## src/rtl/serial_word_adder_if.sv

```systemverilog
// Handshake bundle for serial_word_adder: parallel operand upstream, sum/carry downstream.
// Latency: none (wires only).
// Backpressure: valid/ready on both sides; slave = adder, master = producer/consumer.
// Ports: up_valid/up_ready/up_a/up_b (operand side), down_valid/down_ready/down_sum/down_carry (result side).
interface serial_word_adder_if #(
    parameter int WIDTH = 8
);
    logic             up_valid;
    logic             up_ready;
    logic [WIDTH-1:0] up_a;
    logic [WIDTH-1:0] up_b;
    logic             down_valid;
    logic             down_ready;
    logic [WIDTH-1:0] down_sum;
    logic             down_carry;

    modport master (
        output up_valid, up_a, up_b, down_ready,
        input  up_ready, down_valid, down_sum, down_carry
    );

    modport slave (
        input  up_valid, up_a, up_b, down_ready,
        output up_ready, down_valid, down_sum, down_carry
    );
endinterface

```

## src/rtl/serial_word_adder.sv

```systemverilog
// Bit-serial adder: captures two WIDTH-bit operands, adds them LSB first, one bit per cycle.
// Latency: acceptance edge T -> result valid after edge T+WIDTH; WIDTH+2 cycles per word minimum.
// Backpressure: result held in DONE until down_ready; up_ready only in IDLE, so busy input is ignored.
// Ports: clk (clock), rst (async active-low reset), bus (serial_word_adder_if.slave handshake bundle).
// WIDTH must match the WIDTH of the connected interface instance; legal range 2..32.
module serial_word_adder #(
    parameter int WIDTH = 8
) (
    input  logic                clk,
    input  logic                rst,
    serial_word_adder_if.slave  bus
);

    // Counter is fixed at 5 bits, enough to index bit 31 of the widest legal word.
    localparam int             CW       = 5;
    localparam logic [CW-1:0]  CNT_LAST = CW'(WIDTH - 1);

    typedef enum logic [1:0] {
        IDLE  = 2'd0,
        SHIFT = 2'd1,
        DONE  = 2'd2
    } state_t;

    state_t           r_state;
    state_t           w_state_nxt;

    logic [WIDTH-1:0] r_a;
    logic [WIDTH-1:0] r_b;
    logic [WIDTH-1:0] r_sum;
    logic             r_carry;
    logic             r_down_carry;
    logic [CW-1:0]    r_cnt;

    logic             w_s;
    logic             w_carry_nxt;
    logic [CW-1:0]    w_cnt_inc;
    logic             w_last;
    logic             w_up_ready;
    logic             w_down_valid;

    // Full-adder slice on the current LSBs.
    assign w_s         = r_a[0] ^ r_b[0] ^ r_carry;
    assign w_carry_nxt = (r_a[0] & r_b[0]) | (r_carry & (r_a[0] ^ r_b[0]));

    // Ripple increment written out as toggle conditions, keeping the block free of adders.
    assign w_cnt_inc = {r_cnt[4] ^ (&r_cnt[3:0]),
                        r_cnt[3] ^ (&r_cnt[2:0]),
                        r_cnt[2] ^ (r_cnt[1] & r_cnt[0]),
                        r_cnt[1] ^ r_cnt[0],
                        ~r_cnt[0]};

    assign w_last = (r_cnt == CNT_LAST);

    // State register.
    always_ff @(posedge clk or negedge rst) begin
        if (!rst) begin
            r_state <= IDLE;
        end else begin
            r_state <= w_state_nxt;
        end
    end

    // Next state and handshake decodes; both ready/valid depend on state only.
    always_comb begin
        w_state_nxt  = r_state;
        w_up_ready   = 1'b0;
        w_down_valid = 1'b0;
        case (r_state)
            IDLE: begin
                w_up_ready = 1'b1;
                if (bus.up_valid) begin
                    w_state_nxt = SHIFT;
                end
            end
            SHIFT: begin
                if (w_last) begin
                    w_state_nxt = DONE;
                end
            end
            DONE: begin
                w_down_valid = 1'b1;
                if (bus.down_ready) begin
                    w_state_nxt = IDLE;
                end
            end
            default: begin
                w_state_nxt = IDLE;
            end
        endcase
    end

    // Datapath: operands and sum shift right together; sum bits enter at the top so
    // that after WIDTH shifts each bit sits at its own weight.
    always_ff @(posedge clk or negedge rst) begin
        if (!rst) begin
            r_a          <= '0;
            r_b          <= '0;
            r_sum        <= '0;
            r_carry      <= 1'b0;
            r_down_carry <= 1'b0;
            r_cnt        <= '0;
        end else begin
            case (r_state)
                IDLE: begin
                    if (bus.up_valid) begin
                        r_a     <= bus.up_a;
                        r_b     <= bus.up_b;
                        r_carry <= 1'b0;
                        r_cnt   <= '0;
                    end
                end
                SHIFT: begin
                    r_a     <= {1'b0, r_a[WIDTH-1:1]};
                    r_b     <= {1'b0, r_b[WIDTH-1:1]};
                    r_sum   <= {w_s, r_sum[WIDTH-1:1]};
                    r_carry <= w_carry_nxt;
                    r_cnt   <= w_cnt_inc;
                    if (w_last) begin
                        r_down_carry <= w_carry_nxt;
                    end
                end
                default: begin
                    // DONE holds everything so the result stays stable under backpressure.
                end
            endcase
        end
    end

    assign bus.up_ready   = w_up_ready;
    assign bus.down_valid = w_down_valid;
    assign bus.down_sum   = r_sum;
    assign bus.down_carry = r_down_carry;

endmodule

```

## src/flat_wrapper.sv

```systemverilog
// flat-port wrapper written by rule: the top's interface ports become plain ports
module serial_word_adder_flat 
#(
    parameter int WIDTH = 8
)
  (clk, rst, bus_up_valid, bus_up_a, bus_up_b, bus_down_ready, bus_up_ready, bus_down_valid, bus_down_sum, bus_down_carry);
  serial_word_adder_if #(.WIDTH(WIDTH)) bus_i ();
  input  logic clk;
  input  logic rst;
  input wire logic [$bits(bus_i.up_valid)-1:0] bus_up_valid;
  input wire logic [$bits(bus_i.up_a)-1:0] bus_up_a;
  input wire logic [$bits(bus_i.up_b)-1:0] bus_up_b;
  input wire logic [$bits(bus_i.down_ready)-1:0] bus_down_ready;
  output wire logic [$bits(bus_i.up_ready)-1:0] bus_up_ready;
  output wire logic [$bits(bus_i.down_valid)-1:0] bus_down_valid;
  output wire logic [$bits(bus_i.down_sum)-1:0] bus_down_sum;
  output wire logic [$bits(bus_i.down_carry)-1:0] bus_down_carry;
  assign bus_i.up_valid = bus_up_valid;
  assign bus_i.up_a = bus_up_a;
  assign bus_i.up_b = bus_up_b;
  assign bus_i.down_ready = bus_down_ready;
  assign bus_up_ready = bus_i.up_ready;
  assign bus_down_valid = bus_i.down_valid;
  assign bus_down_sum = bus_i.down_sum;
  assign bus_down_carry = bus_i.down_carry;
  serial_word_adder #(.WIDTH(WIDTH)) u_core (.clk(clk), .rst(rst), .bus(bus_i));
endmodule
```

## config.mk

```make
export PLATFORM = sky130hd
export DESIGN_NAME = serial_word_adder_flat
export DESIGN_NICKNAME = d
export VERILOG_FILES = /design/src/rtl/serial_word_adder_if.sv /design/src/rtl/serial_word_adder.sv /design/src/flat_wrapper.sv
export SDC_FILE = /design/constraint.sdc
export NUM_CORES = 1
export LEC_CHECK = 0
export CAP_MARGIN = 15
export CORE_ASPECT_RATIO = 0.7
export CORE_MARGIN = 2
export CORE_UTILIZATION = 60
export DETAILED_ROUTE_END_ITERATION = 12
export DONT_BUFFER_PORTS = 1
export PLACE_DENSITY = 0.76
export SLEW_MARGIN = 40
export SYNTH_ARGS = -nofsm -noshare
export SYNTH_HDL_FRONTEND = slang
export SYNTH_SLANG_ARGS = --single-unit
export TNS_END_PERCENT = 10
```

## constraint.sdc

```tcl
create_clock -name clk -period 1.8 [get_ports clk]
set_clock_uncertainty 0.15 [all_clocks]
set_input_delay 0.54 -clock clk [delete_from_list [all_inputs] [get_ports clk]]
set_output_delay 0.54 -clock clk [all_outputs]
set_load 0.005 [all_outputs]
```

# After elaboration in Yosys (flattened, before gate mapping)

Cells that the tools add are included.

Register bits: 33
Input port bits: 20
Output and inout port bits: 11
Word-level logic and storage cells: 45

Eq/ne operators: 6
Mux-type cells: 14
Bitwise gates (word level): 11
Reductions and logical operators: 7

Operators with widths:

| operator           | number |
|---|---|
| $pmux 8 s2         | 2 |
| $mux 8             | 2 |
| $pmux 5 s2         | 1 |
| $mux 2             | 3 |
| $pmux 2 s3         | 1 |
| $reduce_and 3->1   | 2 |
| $xor 1x1->1        | 6 |
| $eq 5x3->1 const B | 1 |
| $mux 5             | 1 |
| $ne 2x2->1 const B | 2 |
| $reduce_and 2->1   | 2 |
| $reduce_and 4->1   | 1 |
| $and 1x1->1        | 3 |
| $mux 1             | 3 |
| $eq 2x1->1 const B | 1 |
| $eq 2x2->1 const B | 1 |
| $logic_not 2->1    | 1 |
| $ne 2x1->1 const B | 1 |
| $pmux 1 s2         | 1 |
| $reduce_bool 2->1  | 1 |
| $not 1->1          | 1 |
| $or 1x1->1         | 1 |

# Logic depth before layout (Yosys ltp)

Gate-level depths: netlist (run 1).

Depth in word-level cells: 4
Mapped depth: 5

# Least setup slack after synthesis (run 1)

Ideal clock, no wire load.

Kind: register to output
Start point: register u_core.r_state[1]
End point: output port bus_up_ready
Arrival time: 892 ps
Data required time: 1110 ps
Slack: 218 ps
Stages on the path, launching flop included: 4
Buffers on the path: 2
Cells stage by stage: dfrtp_1 > buf_2 > buf_1 > nor2_1

Word-level cells in the longest chain between the ends: 2

Ends and longest elaborated chain:

| element                  | line                    | source |
|---|---|---|
| start: declaration       | serial_word_adder.sv:24 | `state_t r_state;` |
| start signal: assignment | serial_word_adder.sv:59 | `r_state <= w_state_nxt;` |
| $logic_not 2->1          | serial_word_adder.sv:68 | `case (r_state)` |
| $mux 1                   | serial_word_adder.sv:68 |  |
| end: declaration         | flat_wrapper.sv:14      | `output wire logic [$bits(bus_i.up_ready)-1:0] bus_up_ready;` |

No other way between the ends.

# Worst setup path after layout (run 1)

Same ends and word-level chain as after synthesis.

==> summary.md, run 1 <==
| Metric | Value |
|---|---|
| Initial Util | between 60% and 70% |
| Startpoint type of the worst setup path | flop |
| Worst Max-Slew Pin Slew | around 350 ps |
| Final hold violations | 0 |
| Met1 Track Usage GR | a little under a third |
| Post-CTS Setup Repair Bufs | 0 |
| Worst-path clk slew | 60 ps |
| Area Overhead vs Synth | 11.92% |
| Sequential fraction of the synthesis area | between 50% and 60% |
| Initial antenna violation count | 0 |
| Met2 Usage GRT | around 38% |
| Global-route wire length before repair | 5147 um |
| Chip Height | between 40 and 50 um |
| PnR worst setup slack | between 30 and 40 ps |
| Io pins | 31 |
| Leakage power total | roughly 0.0008 uW |
| FP Rows | 15 |
| Synthesized area | roughly 1600 um^2 |
| Unique masters post-synth | 27 |
| Post-DP Area | 1628 um^2 |
| Routing usage on met3 | under 10% |
| CP arrival | roughly 1100 ps |
| Share of the synthesized area in the top cell type | 52.80% |
| Tmin final | 1766 ps |
| Fill cells | approximately 190 |
| Fin nets | 170 |
| Layer with the highest usage | met2 |
| RSZ-0062 raised after global routing | no |
| Fmax | roughly 0.57 GHz |
| Dpl hpwl | about 2200 um |
| Critical-path cell list | buf_12 > nor2_1 |
| Synth warn | 0 |
| Final period utilization | 98.12% |
| Run status | completed |
| DRT iter0 DRCs | approximately 130 |
| CTS tree | yes |
| Overflow after GRT | 0 |
| Routed length per placed instance | roughly 18 um |
| Die area | approximately 3000 um^2 |
| Crit end category | output pin |
| First-pass iteration count of the detailed router | 4 |
| Overall power | about 2800 uW |
| H-Tree Depth | 2 |
| Crit path kind | reg2out |
| Rel. slew slack | around three quarters |
| Die width | around 65 um |
| Number of remaining DRC errors | 0 |
| Post-Syn Nets | 163 |
| Number of synthesized register bits | 33 |
| Layout cells sized above 1 | around a fifth |
| PwrDens | approximately 1600 nW/um^2 |
| Total Routed Length | between 3000 and 4000 um |
| GRT Total Usage | between 20% and 30% |
| N_diodes | 0 |
| CTS Root Cell | clkbuf_8 |
| GP Congestion | around 0.76 |
| R2R depth | 4 |
| Worst Hold Class | in2reg |
| Number of cells on the worst hold path | 1 |
| Syn Area/Cell | between 10 and 15 um^2 |
| Core ar. | 2477 um^2 |
| # setup viols final | 0 |
| Cell with the largest stage delay on the worst path | dfrtp_2 |
| Vias in the first global route | approximately 1.1k |
| VDD IR max | 0.7491 mV |
| Vias/cell | 6.099 |
| Largest net degree at the start of global routing | 34 |
| Worst stage delay on the critical path | between 400 and 500 ps |
| CTS Sinks | 33 |
| Post-route cell area | about 1800 um^2 |
| Port buffer count | 0 |
| Pre-CTS setup slack | 171.1 ps |
| Clock buffer depth | 2 |
| R2r setup slk | 170 ps |
| Maxcap violations | 0 |
| Setup TNS | 0 ps |
| Skew-Pair Late Insertion Delay | around 280 ps |
| Critical path required time | around 1100 ps |
| Critical path peak fanout | 15 |
| DRT antenna net count | 0 |
| Post-synthesis instance total | 140 |
| Largest cells by area after synthesis | dfrtp_1 (53%), mux2_2 (7.2%), a22oi_1 (6.2%) |
| Routed vias | roughly 1.1k |
| Max-slew violation count | 0 |
| CTS buffer count | 5 |
| Leading area contributor after synthesis | dfrtp_1 |
[cell usage after synthesis]
master and instances:
a21oi_1 18, and4bb_2 1, mux2_4 1, a22oi_1 13, nand2_1 4, and3b_1 1, buf_6 2, nand3_1 1
nand4_1 1, nand2b_1 1, nor2b_2 1, buf_1 1, buf_2 3, a211oi_1 1, nor2b_1 12, buf_4 1
and2b_1 4, clkbuf_1 2, o21ai_0 17, mux2_2 10, nor2_1 2, a22o_1 4, o21bai_2 1, inv_1 2
dfrtp_1 33, ha_1 2, fa_1 1
[final cells by class]
cell class | count | area, um^2 | share of cell area [%]
tap | 34 | 42.54 | 2.430
clock buffer | 8 | 80.08 | 4.575
multi-input combinational | 96 | 681.9 | 38.96
inverter | 2 | 7.507 | 0.4289
timing repair buffer | 9 | 111.4 | 6.362
sequential | 33 | 827.0 | 47.25
[routing by layer]
metal / share of wire, % / up-vias
met3: 5.3 / 5
met1: 43 / 556
met5: 0 / -
met2: 49 / 32
li1: - / 517
met4: 1.7 / 0
[cell families (layout without fill, tap and decap cells)]
logic type | count (synthesis) | in the layout | synth area share (%)
compound gates | 54 | 54 | 20.88
flops | 33 | 33 | 52.80
simple gates | 28 | 28 | 11.20
mux | 11 | 11 | 8.160
buf+inv | 11 | 19 | 4.080
fa+ha+maj | 3 | 3 | 2.880
[layout by cell type, fill, tap and decap left out, drive strengths merged, types with 8 or more instances in the layout]
cell type | netlist | layout
a21oi | 18 | 18
a22oi | 13 | 13
buf | 7 | 8
clkbuf | 2 | 8
dfrtp | 33 | 33
mux2 | 11 | 11
nor2b | 13 | 13
o21ai | 17 | 17
[sequential cells by signal, indices dropped and copies added, names as in the netlist]
signal	cells
u_core.bus.down_sum	8
u_core.r_state	2
u_core.bus.down_carry	1
u_core.r_b	8
u_core.r_a	8
u_core.r_carry	1
u_core.r_cnt	5
[path summary, 6_finish.rpt]
| path | endpoint | from |
|---|---|---|
| worst min register to register | u_core.r_b[7] | u_core.r_b[7] |
| worst max register to register | u_core.r_cnt[3] | u_core.r_cnt[0] |
| worst max-delay path | bus_up_ready | u_core.r_state[1] |
| min in group asynchronous | u_core.r_b[6] | rst |
| max in group asynchronous | u_core.r_state[1] | rst |
| worst min-delay path | u_core.r_state[1] | bus_down_ready |
[metrics by stage]
step	utilization [%]	cells	hold slack [ps]
2_1_floorplan	-	140	94.41
3_3_place_gp	65.71	172	95.03
3_5_place_dp	65.71	172	95.06
4_1_cts	70.35	182	207.0
5_1_grt	70.66	182	212.6
6_report	70.66	182	208.7
[power breakdown]
group	internal, uW	total [uW]	switching [uW]
Clock	274	523	248
Sequential	1030	1280	247
Combinational	560	1040	481
Total	1870	2840	976
[worst max-delay path: cells and delay by family, from the launching register on]
family / cells / cell delay, ps
buffers and inverters: 1 / 180
flip-flops: 1 / 490
AND/OR/NAND/NOR: 1 / 120
[what timing repair did]
action | in CTS | in global routing
endpoints found under the setup margin | 2 | 1
gates resized for setup | 2 | 1
endpoints found under the hold margin | 33 | 0
hold buffers | 2 | 0
Power figures use the tool's default switching activity.
==> run 2: changes to the inputs <==
--- a/config.mk
+++ b/config.mk
@@ -6,13 +6,15 @@
 export NUM_CORES = 1
 export LEC_CHECK = 0
 export CAP_MARGIN = 15
+export CELL_PAD_IN_SITES_DETAIL_PLACEMENT = 1
+export CELL_PAD_IN_SITES_GLOBAL_PLACEMENT = 1
 export CORE_ASPECT_RATIO = 0.7
 export CORE_MARGIN = 2
-export CORE_UTILIZATION = 60
+export CORE_UTILIZATION = 48
 export DETAILED_ROUTE_END_ITERATION = 12
 export DONT_BUFFER_PORTS = 1
-export PLACE_DENSITY = 0.76
-export SLEW_MARGIN = 40
+export PLACE_DENSITY_LB_ADDON = 0.1
+export SLEW_MARGIN = 25
 export SYNTH_ARGS = -nofsm -noshare
 export SYNTH_HDL_FRONTEND = slang
 export SYNTH_SLANG_ARGS = --single-unit
==> run 2 against run 1 <==
Compared with the run above: cell count is 1.1% higher; non-clock buffer count is 2 lower; sequential power barely moved; fmax rose by 0.91%; count of clock-buffer cells in the layout shrank 3; routed wire length rose by 3.5%; first-iteration DRC count decreased by 47%; die area rose by 23%; setup slack improved by 16 ps; highest routed layer unchanged; worst hold slack worse by 0.80 ps; critical path depth unchanged; final area rose by 2.6%; critical endpoint unchanged.
==> summary.md, run 2 (same netlist as run 1, synthesis figures left out) <==
| Metric | Value |
|---|---|
| Run status | completed |
| Tmin final | between 1500 and 2000 ps |
| DRT antenna net count | 0 |
| Critical-path cell list | buf_4 > nor2_1 |
| Chip Height | roughly 52 um |
| Io pins | 31 |
| Die area | 3738 um^2 |
| Most frequent cells in the layout | dfrtp_1 (31), a21oi_1 (18), o21ai_0 (17) |
| Max-slew violation count | 0 |
| Fmax | ~0.57 GHz |
| Initial antenna violation count | 0 |
| Critical path required time | 1110 ps |
| Crit path kind | reg2out |
| Worst Max-Slew Pin Slew | between 300 and 400 ps |
| Global-route wire length before repair | between 5000 and 6000 um |
| Final period utilization | a little over nine tenths |
| Die width | slightly above 70 um |
| Skew-Pair Late Insertion Delay | 280 ps |
| Cell with the largest stage delay on the worst path | dfrtp_2 |
| Routed vias | 1,116 |
| Area Overhead vs Synth | 14.88% |
| Worst Hold Class | in2reg |
| Fin nets | ~170 |
| Crit end category | output pin |
| Routed length per placed instance | ~18 um |
| Number of remaining DRC errors | 0 |
| PwrDens | about 1700 nW/um^2 |
| Leakage power total | 0.0008026 uW |
| Worst-path clk slew | roughly 70 ps |
| FP Rows | 17 |
| Maxcap violations | 0 |
| Rel. slew slack | 74.88% |
| Fill cells | 316 |
| # setup viols final | 0 |
| Dpl hpwl | around 2300 um |
| RSZ-0062 raised after global routing | no |
| Post-CTS Setup Repair Bufs | 0 |
| Crit-path leading delay family | flip-flops |
| Final hold violations | 0 |
| Port buffer count | 0 |
| Setup TNS | 0 ps |
| WP buf/inv | 1 |
| Worst stage delay on the critical path | between 400 and 500 ps |
| Clock buffer depth | 2 |
| Overall power | around 3100 uW |
| Critical path peak fanout | 14 |
| Layout cells sized above 1 | 20.55% |
| Vias in the first global route | around 1.2k |
| Commonest non-fill, non-tap cell in the layout | dfrtp_1 |
| CP arrival | around 1100 ps |
| CTS tree | yes |
| Overflow after GRT | 0 |
| H-Tree Depth | 2 |
| Vias/cell | 6.065 |
| Total Routed Length | between 3000 and 4000 um |
| Largest net degree at the start of global routing | 34 |
| GP Congestion | around 0.73 |
| Startpoint type of the worst setup path | flop |
| VDD IR max | roughly 0.92 mV |
| DRT iter0 DRCs | 70 |
| GRT Total Usage | 20.13% |
| CTS buffer count | 5 |
| CTS Sinks | 33 |
| Initial Util | between 50 and 60% |
| CTS Root Cell | clkbuf_8 |
| Core ar. | roughly 3100 um^2 |
| N_diodes | 0 |
| First-pass iteration count of the detailed router | 4 |
[run 2: cell types whose count changed in the layout (fill, tap and decap cells not counted)]
cell	before	now
bufinv_16	0	2
dfrtp_1	32	31
buf_4	4	2
nand2b_1	0	1
clkinv_2	0	1
dfrtp_2	1	2
buf_6	1	0
buf_12	3	4
clkbuf_1	3	0
nand2b_4	1	0
[run 2: worst reg2reg max path, delay by kind of cell (launching register included)]
family                     cells  cell delay, ps
adders and majority gates      2             470
muxes                          1             270
DFF                            1             390
AOI/OAI and AO/OA              1             230
[run 2: per-layer routing]
layer  global-route usage (%)  vias up  wire, um
met5                        0        -         0
met4                    6.604        0        30
met3                    5.814        5       128
met2                    32.11       19      1597
met1                    26.53      574      1544
li1                         -      518         -
[run 2: power by group]
group | switching (uW) | internal, uW | leakage [uW]
registers | 253 | 1030 | 0.000426
clock network | 266 | 550 | 0.0000681
logic | 474 | 557 | 0.000308
total | 993 | 2140 | 0.000803
[run 2: final timing paths]
check	endpoint	slack (ps)	depth (start not counted)	startpoint
setup / recovery	bus_up_ready	50	2	u_core.r_state[1]
hold / removal	u_core.r_state[1]	210	1	bus_down_ready
setup reg to reg	u_core.r_cnt[3]	190	4	u_core.r_cnt[0]
hold reg to reg	u_core.r_cnt[1]	350	1	u_core.r_cnt[1]
max in group asynchronous	u_core.r_state[0]	760	2	rst
min in group asynchronous	u_core.r_b[7]	550	2	rst
[run 2: cell type report]
cell class,instances,area [um^2],share of cell area [%]
well taps,38,47.55,2.646
clock buffers,5,68.82,3.830
clock inverters,3,65.06,3.621
inverters,2,7.507,0.4178
repair buffers,7,105.1,5.850
flip-flops and latches,33,828.3,46.10
multi-input cells,96,674.4,37.53
[run 2: per-stage QoR]
step                      cell area, um^2  utilization [%]  std cells  setup slack (ps)  hold WS, ps
after floorplan                      1564                -        140             217.9        94.41
after global placement               1630            52.14        174             227.6        95.03
after detailed placement             1630            52.14        174             154.4        94.81
after CTS                            1794            57.38        184             13.73        208.0
after global routing                 1797            57.46        184             5.875        215.8
final                                1797            57.46        184             49.79        207.9
[run 2: what timing repair did]
item                                    in CTS  in global routing
hold buffers                                 2                  0
endpoints found under the setup margin       0                  1
hold endpoints to repair                    33                  0
gates resized for setup                      0                  2
==> run 3: changes to the inputs <==
--- a/config.mk
+++ b/config.mk
@@ -13,6 +13,7 @@
 export CORE_UTILIZATION = 48
 export DETAILED_ROUTE_END_ITERATION = 12
 export DONT_BUFFER_PORTS = 1
+export GPL_TIMING_DRIVEN = 0
 export PLACE_DENSITY_LB_ADDON = 0.1
 export SLEW_MARGIN = 25
 export SYNTH_ARGS = -nofsm -noshare
==> run 3 against run 2 <==
Compared with the run above: global-route usage up 1.3 points; power down 5.7%; worst hold slack better by 7.1 ps; combinational power up 4%; count of clock-buffer cells in the layout up 2; sequential power about the same; first-iteration DRC count down 17%; via count up 2.0%; routed wire length up 8.8%; critical endpoint unchanged; highest routed layer unchanged.
==> summary.md, run 3 (same netlist as run 1, synthesis figures left out) <==
| Metric | Value |
|---|---|
| Run status | completed |
| Fmax | 0.5719 GHz |
| CP arrival | 1060 ps |
| Crit path kind | reg2out |
| FF/Latch Area | between 800 and 900 um^2 |
| Chip Height | between 50 and 60 um |
| Crit end category | output pin |
| Multi-input gate area | slightly below 700 um^2 |
| CTS tree | yes |
| Io pins | 31 |
| Post-DP Area | 1612 um^2 |
| Worst Hold Class | in2reg |
| Critical path required time | between 1000 and 1500 ps |
| Hold Slack | ~220 ps |
| Post-route cell area | approximately 1800 um^2 |
| Routed vias | 1,138 |
| Skew-Pair Late Insertion Delay | 280 ps |
| PwrDens | 1666 nW/um^2 |
| Core ar. | between 3000 and 4000 um^2 |
| GRT Total Usage | a little over a fifth |
| Most frequent cells in the layout | dfrtp_1 (33), a21oi_1 (18), o21ai_0 (17) |
| Max-slew violation count | 0 |
| Fill cells | around 330 |
| Dpl hpwl | 2514 um |
| # setup viols final | 0 |
| Rel. slew slack | a little over two thirds |
| Leakage power total | slightly below 0.0008 uW |
| Tmin final | around 1700 ps |
| Overall power | approximately 3000 uW |
| Worst-path clk slew | 70 ps |
| GP Congestion | approximately 0.74 |
| Initial antenna violation count | 0 |
| Critical path peak fanout | 10 |
| Routed length per placed instance | between 15 and 20 um |
| FP Rows | 17 |
| Startpoint type of the worst setup path | flop |
| Final period utilization | between 90% and 100% |
| DRT antenna net count | 0 |
| Port buffer count | 0 |
| Global-route wire length before repair | ~5900 um |
| Area Overhead vs Synth | 13.36% |
| Maxcap violations | 0 |
| Vias in the first global route | approximately 1.2k |
| Die width | around 72 um |
| CTS buffer count | 5 |
| CTS Sinks | 33 |
| Layout cells sized above 1 | a little over a fifth |
| N_diodes | 0 |
| DRT iter0 DRCs | 58 |
| Final hold violations | 0 |
| VDD IR max | around 0.83 mV |
| Die area | between 3000 and 4000 um^2 |
| Worst Max-Slew Pin Slew | about 450 ps |
| Fin nets | roughly 170 |
| Total Routed Length | 3592 um |
| Clock buffer depth | 2 |
| CTS Root Cell | clkbuf_8 |
| Number of remaining DRC errors | 0 |
| Initial Util | 50.02% |
| First-pass iteration count of the detailed router | 4 |
| RSZ-0062 raised after global routing | no |
| Vias/cell | between 6 and 7 |
| Overflow after GRT | 0 |
| Commonest non-fill, non-tap cell in the layout | dfrtp_1 |
| H-Tree Depth | 2 |
| Largest net degree at the start of global routing | 34 |
run 3: cell count changes in the layout (fill, tap and decap cells not counted):
cell,before,now
nor2_4,0,1
buf_12,4,1
clkbuf_1,0,1
dfrtp_1,31,33
buf_6,0,4
dfrtp_2,2,0
bufinv_16,2,0
clkbuf_8,5,7
nor2_1,2,1
buf_2,0,3
run 3: layout make-up:
class | instances | share of cell area, %
flip-flops and latches | 33 | 46.58
multi-input cells | 96 | 38.46
clock buffers | 7 | 5.434
plain buffers | 9 | 4.023
well taps | 38 | 2.682
repair buffers | 3 | 2.117
inverters | 2 | 0.4234
clock inverters | 1 | 0.2823
run 3: through the flow:
stage | TNS, ps | instances | setup WS, ps | utilization, %
floorplan | 0 | 140 | 217.9 | -
global route | 0 | 189 | 5.935 | 56.70
global placement | -21.26 | 178 | -21.26 | 51.54
finish | 0 | 189 | 51.55 | 56.70
CTS | 0 | 189 | 12.62 | 56.42
detailed placement | -30.35 | 178 | -30.35 | 51.54
run 3: what timing repair did:
action / 4_1_cts / 5_1_grt
setup buffers: 1 / 0
setup endpoints to repair: 1 / 1
resized for setup: 6 / 3
endpoints found under the hold margin: 33 / 0
hold buffers: 2 / 0
run 3: final timing paths:
| path | startpoint | cells after the start | to | slack (ps) |
|---|---|---|---|---|
| max in group asynchronous | rst | 2 | u_core.bus.down_sum[4] | 780 |
| max | u_core.r_state[1] | 3 | bus_up_ready | 50 |
| min reg2reg | u_core.r_cnt[1] | 1 | u_core.r_cnt[1] | 360 |
| min in group asynchronous | rst | 2 | u_core.r_b[3] | 540 |
| min | bus_down_ready | 1 | u_core.r_state[1] | 220 |
| max reg2reg | u_core.r_state[1] | 5 | u_core.r_b[6] | 180 |
run 3: power breakdown:
part	internal, uW	total, uW	leakage [uW]	switching, uW
sequential	1030	1270	0.000428	239
clock	345	614	0.0000542	268
combinational	551	1070	0.000313	519
total	1930	2950	0.000795	1030
run 3: worst max-delay path, stage by stage (launching register included):
cell	delay [ps]
dfrtp_1	400
buf_6	150
buf_6	150
nor2_4	80
run 3: layer usage:
metal | share of wire, % | routed length [um] | global-route usage, %
met5 | 0 | 0 | 0
met3 | 4.5 | 161 | 6.395
met4 | 1.0 | 37 | 6.604
met2 | 48 | 1712 | 33.94
met1 | 47 | 1681 | 28.38
